<file path="config.mk">
export PLATFORM = sky130hd
export DESIGN_NAME = pdma_fifo_ctrl
export DESIGN_NICKNAME = d
export VERILOG_FILES = /design/src/rtl/pdma_fifo_ctrl.sv
export SDC_FILE = /design/constraint.sdc
export NUM_CORES = 1
export LEC_CHECK = 0
export ABC_CLOCK_PERIOD_IN_PS = 3700
export CORE_ASPECT_RATIO = 1.1
export CORE_MARGIN = 2
export CORE_UTILIZATION = 47
export CTS_BUF_LIST = sky130_fd_sc_hd__clkbuf_4 sky130_fd_sc_hd__clkbuf_8 sky130_fd_sc_hd__clkbuf_16
export CTS_CLUSTER_SIZE = 8
export DETAILED_ROUTE_END_ITERATION = 10
export MAX_ROUTING_LAYER = met4
export PLACE_DENSITY = 0.85
export SLEW_MARGIN = 20
export SYNTH_ARGS = -nofsm -noshare
export SYNTH_HDL_FRONTEND = slang
export SYNTH_SLANG_ARGS = --single-unit
</file>
<file path="constraint.sdc">
create_clock -name CLK -period 3.7 [get_ports CLK]
set_input_delay 0.74 -clock CLK [delete_from_list [all_inputs] [get_ports CLK]]
set_output_delay 0.74 -clock CLK [all_outputs]
set_load 0.01 [all_outputs]
</file>
<file path="src/rtl/pdma_fifo_ctrl.sv">
// pdma_fifo_ctrl
// Sequences a dual-read/single-write uSRAM (write port C 128x16, read port A
// 256x8) as a word-in / byte-out FIFO that feeds the PDMA engine. Each word
// takes two byte slots, and its low byte is read out first.
//
// Ports
//   CLK, RESET     clock (rising edge); asynchronous active-high reset
//   clr            synchronous clear, same effect as RESET
//   wr_en/wr_data  word push, no backpressure (dropped when full)
//   full           fewer than 2 free byte slots
//   overflow       sticky: push attempted while full
//   rd_valid/rd_data/rd_ready  byte output stream
//   flush          pulse: request drain of residual bytes below THRESH
//   dma_req        registered PDMA request
//   byte_count     bytes in RAM plus the byte held in/for the output register
//   ram_c_*        RAM write port C
//   ram_a_*        RAM read port A (dout valid the cycle after the address edge)
module pdma_fifo_ctrl #(
  parameter int THRESH = 64
) (
  input  logic        CLK,
  input  logic        RESET,
  input  logic        clr,
  input  logic        wr_en,
  input  logic [15:0] wr_data,
  output logic        full,
  output logic        overflow,
  output logic        rd_valid,
  output logic [7:0]  rd_data,
  input  logic        rd_ready,
  input  logic        flush,
  output logic        dma_req,
  output logic [8:0]  byte_count,
  output logic [6:0]  ram_c_addr,
  output logic [15:0] ram_c_din,
  output logic        ram_c_wen,
  output logic        ram_c_blk,
  output logic [7:0]  ram_a_addr,
  output logic        ram_a_addr_en,
  output logic        ram_a_blk,
  input  logic [7:0]  ram_a_dout
);

  typedef enum logic [1:0] {IDLE = 2'd0, FETCH = 2'd1, VALID = 2'd2} state_t;

  state_t     state, state_n;
  logic [8:0] count, count_n, count_ram;
  logic [6:0] wptr;
  logic [7:0] rptr;
  logic       flush_pend;
  logic       push, issue, pop, above;

  assign full       = (count > 9'd254);
  // RESET is folded in so the RAM strobes read 0 while reset is held.
  assign push       = wr_en & ~full & ~clr & ~RESET;
  // Once an address has been issued, the byte belongs to the output path
  // (FETCH or VALID). It stays in count but is no longer readable from RAM.
  assign count_ram  = count - {8'd0, (state != IDLE)};
  assign byte_count = count;
  assign above      = ({23'd0, count} >= 32'(THRESH));

  // A read address comes only from the registered count, so a word becomes
  // readable the cycle after its write edge. Write and read of one address
  // never collide.
  always_comb begin
    state_n = state;
    issue   = 1'b0;
    pop     = 1'b0;
    case (state)
      IDLE: begin
        if (count_ram != 9'd0) begin
          issue   = 1'b1;
          state_n = FETCH;
        end
      end
      FETCH: state_n = VALID;
      VALID: begin
        if (rd_ready) begin
          pop = 1'b1;
          if (count_ram != 9'd0) begin
            issue   = 1'b1;
            state_n = FETCH;
          end else begin
            state_n = IDLE;
          end
        end
      end
      default: state_n = IDLE;
    endcase
    if (clr) begin
      issue   = 1'b0;
      pop     = 1'b0;
      state_n = IDLE;
    end
  end

  // Push and pop in the same cycle fold into one update, so neither is lost.
  assign count_n = count + (push ? 9'd2 : 9'd0) - (pop ? 9'd1 : 9'd0);

  assign ram_c_wen     = push;
  assign ram_c_blk     = push;
  assign ram_c_addr    = push ? wptr : 7'd0;
  assign ram_c_din     = push ? wr_data : 16'd0;
  assign ram_a_addr_en = issue;
  assign ram_a_blk     = issue;
  assign ram_a_addr    = issue ? rptr : 8'd0;

  always_ff @(posedge CLK or posedge RESET) begin
    if (RESET) begin
      state      <= IDLE;
      count      <= 9'd0;
      wptr       <= 7'd0;
      rptr       <= 8'd0;
      flush_pend <= 1'b0;
      overflow   <= 1'b0;
      rd_valid   <= 1'b0;
      rd_data    <= 8'd0;
      dma_req    <= 1'b0;
    end else if (clr) begin
      // Any in-flight RAM read is discarded along with the pointers.
      state      <= IDLE;
      count      <= 9'd0;
      wptr       <= 7'd0;
      rptr       <= 8'd0;
      flush_pend <= 1'b0;
      overflow   <= 1'b0;
      rd_valid   <= 1'b0;
      rd_data    <= 8'd0;
      dma_req    <= 1'b0;
    end else begin
      state <= state_n;
      count <= count_n;
      if (push)          wptr     <= wptr + 7'd1;
      if (issue)         rptr     <= rptr + 8'd1;
      if (wr_en && full) overflow <= 1'b1;
      if (state == FETCH) begin
        rd_data  <= ram_a_dout;
        rd_valid <= 1'b1;
      end else if (pop) begin
        rd_valid <= 1'b0;
      end
      dma_req <= above | (flush_pend & (count != 9'd0));
      // A flush on an empty FIFO is ignored. The pending state ends when the FIFO empties.
      if (count_n == 9'd0) flush_pend <= 1'b0;
      else if (flush && (count != 9'd0)) flush_pend <= 1'b1;
    end
  end

endmodule

</file>
==> results of run 1 <==
-- tightest hold or removal path, delay by kind of cell, from the launching register on --
family | cells | cell delay, ps
compound gates | 1 | 60
flops | 1 | 380
simple gates | 1 | 60
-- layer usage --
layer	vias to the layer above	GRT usage [%]
met2	80	38.81
met1	1208	28.67
met4	0	8.442
met5	-	-
met3	12	2.796
li1	1211	-
-- where the power goes --
group          internal [W]  total [W]  switching, W
combinational      0.000728    0.00151      0.000782
clock              0.000270   0.000429      0.000159
sequential         0.000487   0.000558     0.0000711
total               0.00148    0.00250       0.00101
-- through the flow --
stage | setup TNS (ps) | setup slack, ps | power (W)
after floorplan | 0 | 61.59 | 0.001473
after global placement | -458.2 | -222.1 | 0.001896
after detailed placement | -831.3 | -265.7 | 0.001945
after CTS | 0 | 0.8242 | 0.002428
after global routing | 0 | 0.9943 | 0.002686
final | 0 | 119.0 | 0.002497
-- worst min path at each step --
stage,from,to,slack [ps],cells after the start
2_1_floorplan,wptr[6],wptr[6],500,2
4_1_cts,rd_data[1],rd_data[1],530,2
6_report,rd_data[1],rd_data[1],530,2
3_3_place_gp,overflow,overflow,480,2
3_5_place_dp,overflow,overflow,510,2
5_1_grt,rd_data[1],rd_data[1],560,2
-- registers in the layout (all words and copies together), names as in the netlist --
register and count:
overflow 1, wptr 7, byte_count 9, rd_data 8
rptr 8, state 2, dma_req 1, flush_pend 1
rd_valid 1
-- layout by cell type (no fill, tap or decap), types with 9 or more instances in the layout --
cell type        Yosys  layout
xnor2_1              9       9
a21oi_1             19      18
nand2_1             28      28
buf_4                2      19
and2_1              23      23
ha_1                29      28
dlymetal6s2s_1       0      23
dfrtp_1             38      38
nor2_1              31      31
inv_1               17      17
clkdlybuf4s50_1      0      54
-- final cells by class --
| class | instances | area [um2] | area share [%] |
|---|---|---|---|
| clock inverters | 3 | 68.82 | 1.696 |
| repair buffers | 105 | 1056 | 26.03 |
| inverters | 18 | 67.56 | 1.666 |
| clock buffers | 5 | 68.82 | 1.696 |
| multi-input cells | 234 | 1748 | 43.09 |
| well taps | 77 | 96.34 | 2.375 |
| flip-flops and latches | 38 | 950.9 | 23.44 |
-- logic make-up after synthesis --
| group | Yosys count |
|---|---|
| AO/OA/AOI/OAI | 41 |
| XOR/XNOR | 17 |
| adder cells (fa/ha/maj) | 30 |
| buffers and inverters | 29 |
| flip-flops | 38 |
| multiplexers | 6 |
| AND/OR/NAND/NOR | 139 |
-- what timing repair did --
action | CTS | global route
gates cloned | 1 | 0
setup endpoints to repair | 32 | 27
hold buffers | 0 | 0
pin swaps | 3 | 5
buffers inserted | 2 | 3
resized for setup | 12 | 30
==> results.yml, run 1 <==
outcome:
  status: "completed"
placed_design:
  dp.cells: 466
  io_buffers: 85
  place_area_mm2: 0.003782
  dpl.hpwl_mm: 5.229
  place_congestion: 0.9669
logic_synthesis:
  yosysWarnings: 0
  ys.flop_type: "dfrtp_1"
  synth_top_family_by_area: "simple AND/OR/NAND/NOR gates"
  synth_common_cells: "dfrtp_1 (38), nor2_1 (31), ha_1 (29), nand2_1 (28), and2_1 (23)"
  yosysMostFrequentCell: "dfrtp_1"
  synthCells: 300
  synthTopCellsByArea: "dfrtp_1 (34%), ha_1 (13%), and2_1 (5.2%), nor2_1 (4.2%), nand2_1 (3.8%)"
  synthAdderAreaFrac_pct: 13.78
  synth.top_cell.area_share_pct: 34.23
  synth_compound_area_share_pct: 12.03
  ys_ff_latch: 38
  synthMuxAreaShare_pct: 2.297
  syn_nets: 360
  avgSynthCellArea_um2: 9.259
  async_reset_ff_share_pct: 100.0
  netlist_area_mm2: 0.002778
  synth_area_leader_cell: "dfrtp_1"
  synthDistinctLibCells: 53
  synth.yosys.seq_area_share_pct: 34.23
  synth_xor_area_share_pct: 5.360
  synthSimpleGateAreaFrac_pct: 27.84
  synth_edf_count: 0
drt:
  wl_met3_um: 327
  highest_layer: "met4"
  routed_wl_mm: 7.266
  wirelength_met1_mm: 3.038
  drt-initial-drc-count: 154
  drt-vias-per-instance: 5.231
  wl_met2_mm: 3.779
  wl_per_cell_um: 15.14
  ant_nets: 0
  drt_first_pass_iters: 4
  vias: 2511
  route.detailed.drc: 0
grt:
  grt_max_degree: 46
  grt_pass1_vias: 2486
  antenna_found_initial: 0
  grt_first_pass_wirelength_mm: 11.91
  grt_overflow: 0
  grt_usage_pct: 23.12
final_layout:
  final_cell_area_mm2: 0.004056
  syn_to_final_growth_pct: 46.04
  drive_above_1_share_pct: 14.14
  insertedDiodeCount: 0
  fin_cells: 480
  fillCellCount: 471
  finish.utilization_pct: 70.76
  final_nets: 462
power_and_ir_drop:
  pwr_density_cell_mw_per_mm2: 615.5
  power.leakage_nw: 2.207
  max-vdd-ir-drop_mv: 0.6901
timing:
  final_max_slew_viol_count: 0
  whs_ps: 530.4
  min_period_over_period_pct: 96.78
  post-route-min-period_ps: 3581
  hold_violations: 0
  max_freq_ghz: 0.2793
  skew_ps: 6.229
  max_slew_margin_pct: 58.44
  rsz0062_at_grt: "no"
  tightest_slew_ps: 622.1
  finalSetupViolCount: 0
die:
  std_cell_rows: 29
  initial_core_util_pct: 48.45
  io_pins: 86
  die-area_mm2: 0.006542
  design.core.area_mm2: 0.005733
  die_w_um: 77.30
  die_h_um: 84.63
worst_setup_path:
  crit_path_cell_trace: "clkdlybuf4s50_1 -> or3b_2 -> a311oi_2 -> buf_4 -> buf_8 -> clkdlybuf4s50_1"
  cp.arrival_ps: 2840
  cpMostUsedCell: "clkdlybuf4s50_1"
  startpoint: "wr_en"
  r2r_cells: 15
  crit_end: "ram_c_wen"
  slowest_stage: "clkdlybuf4s50_1"
  required_ps: 2960
  r2r_setup_slack_ps: 380
  r2r_end: "flush_pend"
  crit_cells: 6
  end_kind: "output port"
  cp_max_fo: 25
  cp_top_family: "buffers and inverters"
  slowest_delay_ps: 550
  critPathKind: "in -> out"
  startpoint_type: "input port"
  crit_buf_inv: 4
  r2r_start: "byte_count[8]"
min_path:
  hp-class: "reg -> reg"
job:
  maxCapViolations: 0
cts:
  cts_sinks: 38
  path_clk_slew_ps: 80
  clock_path_buffers: 2
  cts_buffers: 5
  htreeDepth: 2
  cts_tree: "done"
  worstSkewPairLatency_ps: 300
  root_buffer: "clkbuf_8"
(Power assumes the default switching activity.)
==> inputs of run 2 (changes only) <==
--- a/config.mk
+++ b/config.mk
@@ -7,10 +7,10 @@
 export LEC_CHECK = 0
 export ABC_CLOCK_PERIOD_IN_PS = 3700
 export CORE_ASPECT_RATIO = 1.1
-export CORE_MARGIN = 2
+export CORE_MARGIN = 5
 export CORE_UTILIZATION = 47
 export CTS_BUF_LIST = sky130_fd_sc_hd__clkbuf_4 sky130_fd_sc_hd__clkbuf_8 sky130_fd_sc_hd__clkbuf_16
-export CTS_CLUSTER_SIZE = 8
+export CTS_CLUSTER_SIZE = 30
 export DETAILED_ROUTE_END_ITERATION = 10
 export MAX_ROUTING_LAYER = met4
 export PLACE_DENSITY = 0.85
==> run 2 against run 1 <==
Against the previous run: highest routed layer unchanged; register-to-register slack better by 70 ps; routed wire length up 3.4%; final area up 0.49%; sequential share of layout area down 0.12 points; clock skew about the same; sequential cell count unchanged; sequential power down 3%; utilization down 0.098 points; total power down 1.2%.
==> results.yml, run 2 (synthesized netlist as in run 1, its figures left out) <==
timing:
  skew_ps: 6.125
  max_slew_margin_pct: 59.72
  max_freq_ghz: 0.2783
  min_period_over_period_pct: 97.11
  final_max_slew_viol_count: 0
  finalSetupViolCount: 0
  tns_ps: 0
  whs_ps: 526.3
  tightest_slew_ps: 603.0
  hold_violations: 0
  post-route-min-period_ps: 3593
cts:
  cts_buffers: 5
  root_buffer: "clkbuf_8"
  htreeDepth: 2
  clock_path_buffers: 2
  hold_buffers: 0
  cts_sinks: 38
  path_clk_slew_ps: 80
  cts_tree: "done"
  worstSkewPairLatency_ps: 300
final_layout:
  final_nets: 464
  ff_latch_area_um2: 950.9
  insertedDiodeCount: 0
  fillCellCount: 430
  multiInputGateArea_mm2: 0.001754
  final_cell_area_mm2: 0.004076
  layout_common_cells: "clkdlybuf4s50_1 (53), dfrtp_1 (38), nor2_1 (31), nand2_1 (28), ha_1 (28)"
  largest_reg_flops: 9
  fin_cells: 482
  drive_above_1_share_pct: 14.32
  layout_commonest_cell: "clkdlybuf4s50_1"
  syn_to_final_growth_pct: 46.76
grt:
  grt_max_degree: 46
  grt_pass1_vias: 2508
  grt_usage_pct: 20.15
  grt_overflow: 0
  antenna_found_initial: 0
  grt_first_pass_wirelength_mm: 12.14
placed_design:
  dp.cells: 468
  dpl.hpwl_mm: 5.347
  place_congestion: 0.9467
  io_buffers: 85
  place_area_mm2: 0.003797
power_and_ir_drop:
  p_total_w: 0.002466
  max-vdd-ir-drop_mv: 0.5886
  pwr_density_cell_mw_per_mm2: 604.9
  power.leakage_nw: 2.226
die:
  die_w_um: 83.30
  std_cell_rows: 29
  design.core.area_mm2: 0.005769
  die-area_mm2: 0.007549
  die_h_um: 90.63
  initial_core_util_pct: 48.15
  io_pins: 86
drt:
  drt_first_pass_iters: 4
  drt-vias-per-instance: 5.127
  ant_nets: 0
  routed_wl_mm: 7.515
  drt-initial-drc-count: 111
  wl_per_cell_um: 15.59
  route.detailed.drc: 0
  vias: 2471
worst_setup_path:
  r2r_setup_slack_ps: 450
  slowest_stage: "clkdlybuf4s50_1"
  crit_path_cell_trace: "clkdlybuf4s50_1 -> or3b_4 -> a311oi_4 -> buf_4 -> buf_4 -> clkdlybuf4s50_1"
  cp.arrival_ps: 2850
  startpoint_type: "input port"
  required_ps: 2960
  cp_max_fo: 12
  slowest_delay_ps: 550
  critPathKind: "in -> out"
  end_kind: "output port"
job:
  maxCapViolations: 0
min_path:
  hp-class: "reg -> reg"
outcome:
  status: "completed"
run 2: cell types whose count changed in the layout (fill, tap and decap cells not counted), sizes merged:
cell and delta:
buf +2, dlymetal6s2s +1, clkdlybuf4s50 -1
run 2: report_power, final:
part / leakage, nW / switching [W] / total, W / internal [W]
Clock: 0.0683 / 0.000152 / 0.000422 / 0.000270
Combinational: 1.65 / 0.000804 / 0.00150 / 0.000695
Sequential: 0.511 / 0.0000567 / 0.000544 / 0.000488
Total: 2.23 / 0.00101 / 0.00247 / 0.00145
run 2: path summary, 6_finish.rpt:
path,to,depth (start not counted),from
worst max-delay path,ram_c_wen,6,wr_en
worst min-delay path,rd_data[3],2,rd_data[3]
worst max register to register,flush_pend,15,byte_count[2]
worst min register to register,rd_data[3],2,rd_data[3]
max in group asynchronous,dma_req,4,RESET
min in group asynchronous,rptr[2],4,RESET
run 2: layer usage:
layer / up-vias / global-route usage (%) / wire, um
met5: - / - / 0
met4: 0 / 6.676 / 102
met3: 10 / 4.471 / 349
met2: 68 / 34.83 / 3929
met1: 1175 / 23.07 / 3133
li1: 1218 / - / -
run 2: what timing repair did:
action	CTS	global route
cloned	2	0
buffers inserted	2	2
gates resized for setup	16	28
pin swaps	3	3
endpoints found under the setup margin	33	27
run 2: worst max-delay path: cells and delay by family:
family,cells,cell delay (ps)
buffers and inverters,4,1360
and+or+nand+nor,1,400
AOI/OAI and AO/OA,1,360
run 2: area by class of cell:
class	count	share of cell area, %
repair buffers	107	26.24
clock inverters	3	1.688
inverters	18	1.657
clock buffers	5	1.688
multi-input cells	234	43.03
flip-flops and latches	38	23.33
well taps	77	2.363
run 2: stage by stage:
stage	utilization (%)	worst slack, ps
finish	70.66	106.9
CTS	69.20	13.47
global route	70.66	-18.35
detailed placement	65.82	-287.0
global placement	65.82	-226.0
floorplan	-	61.59
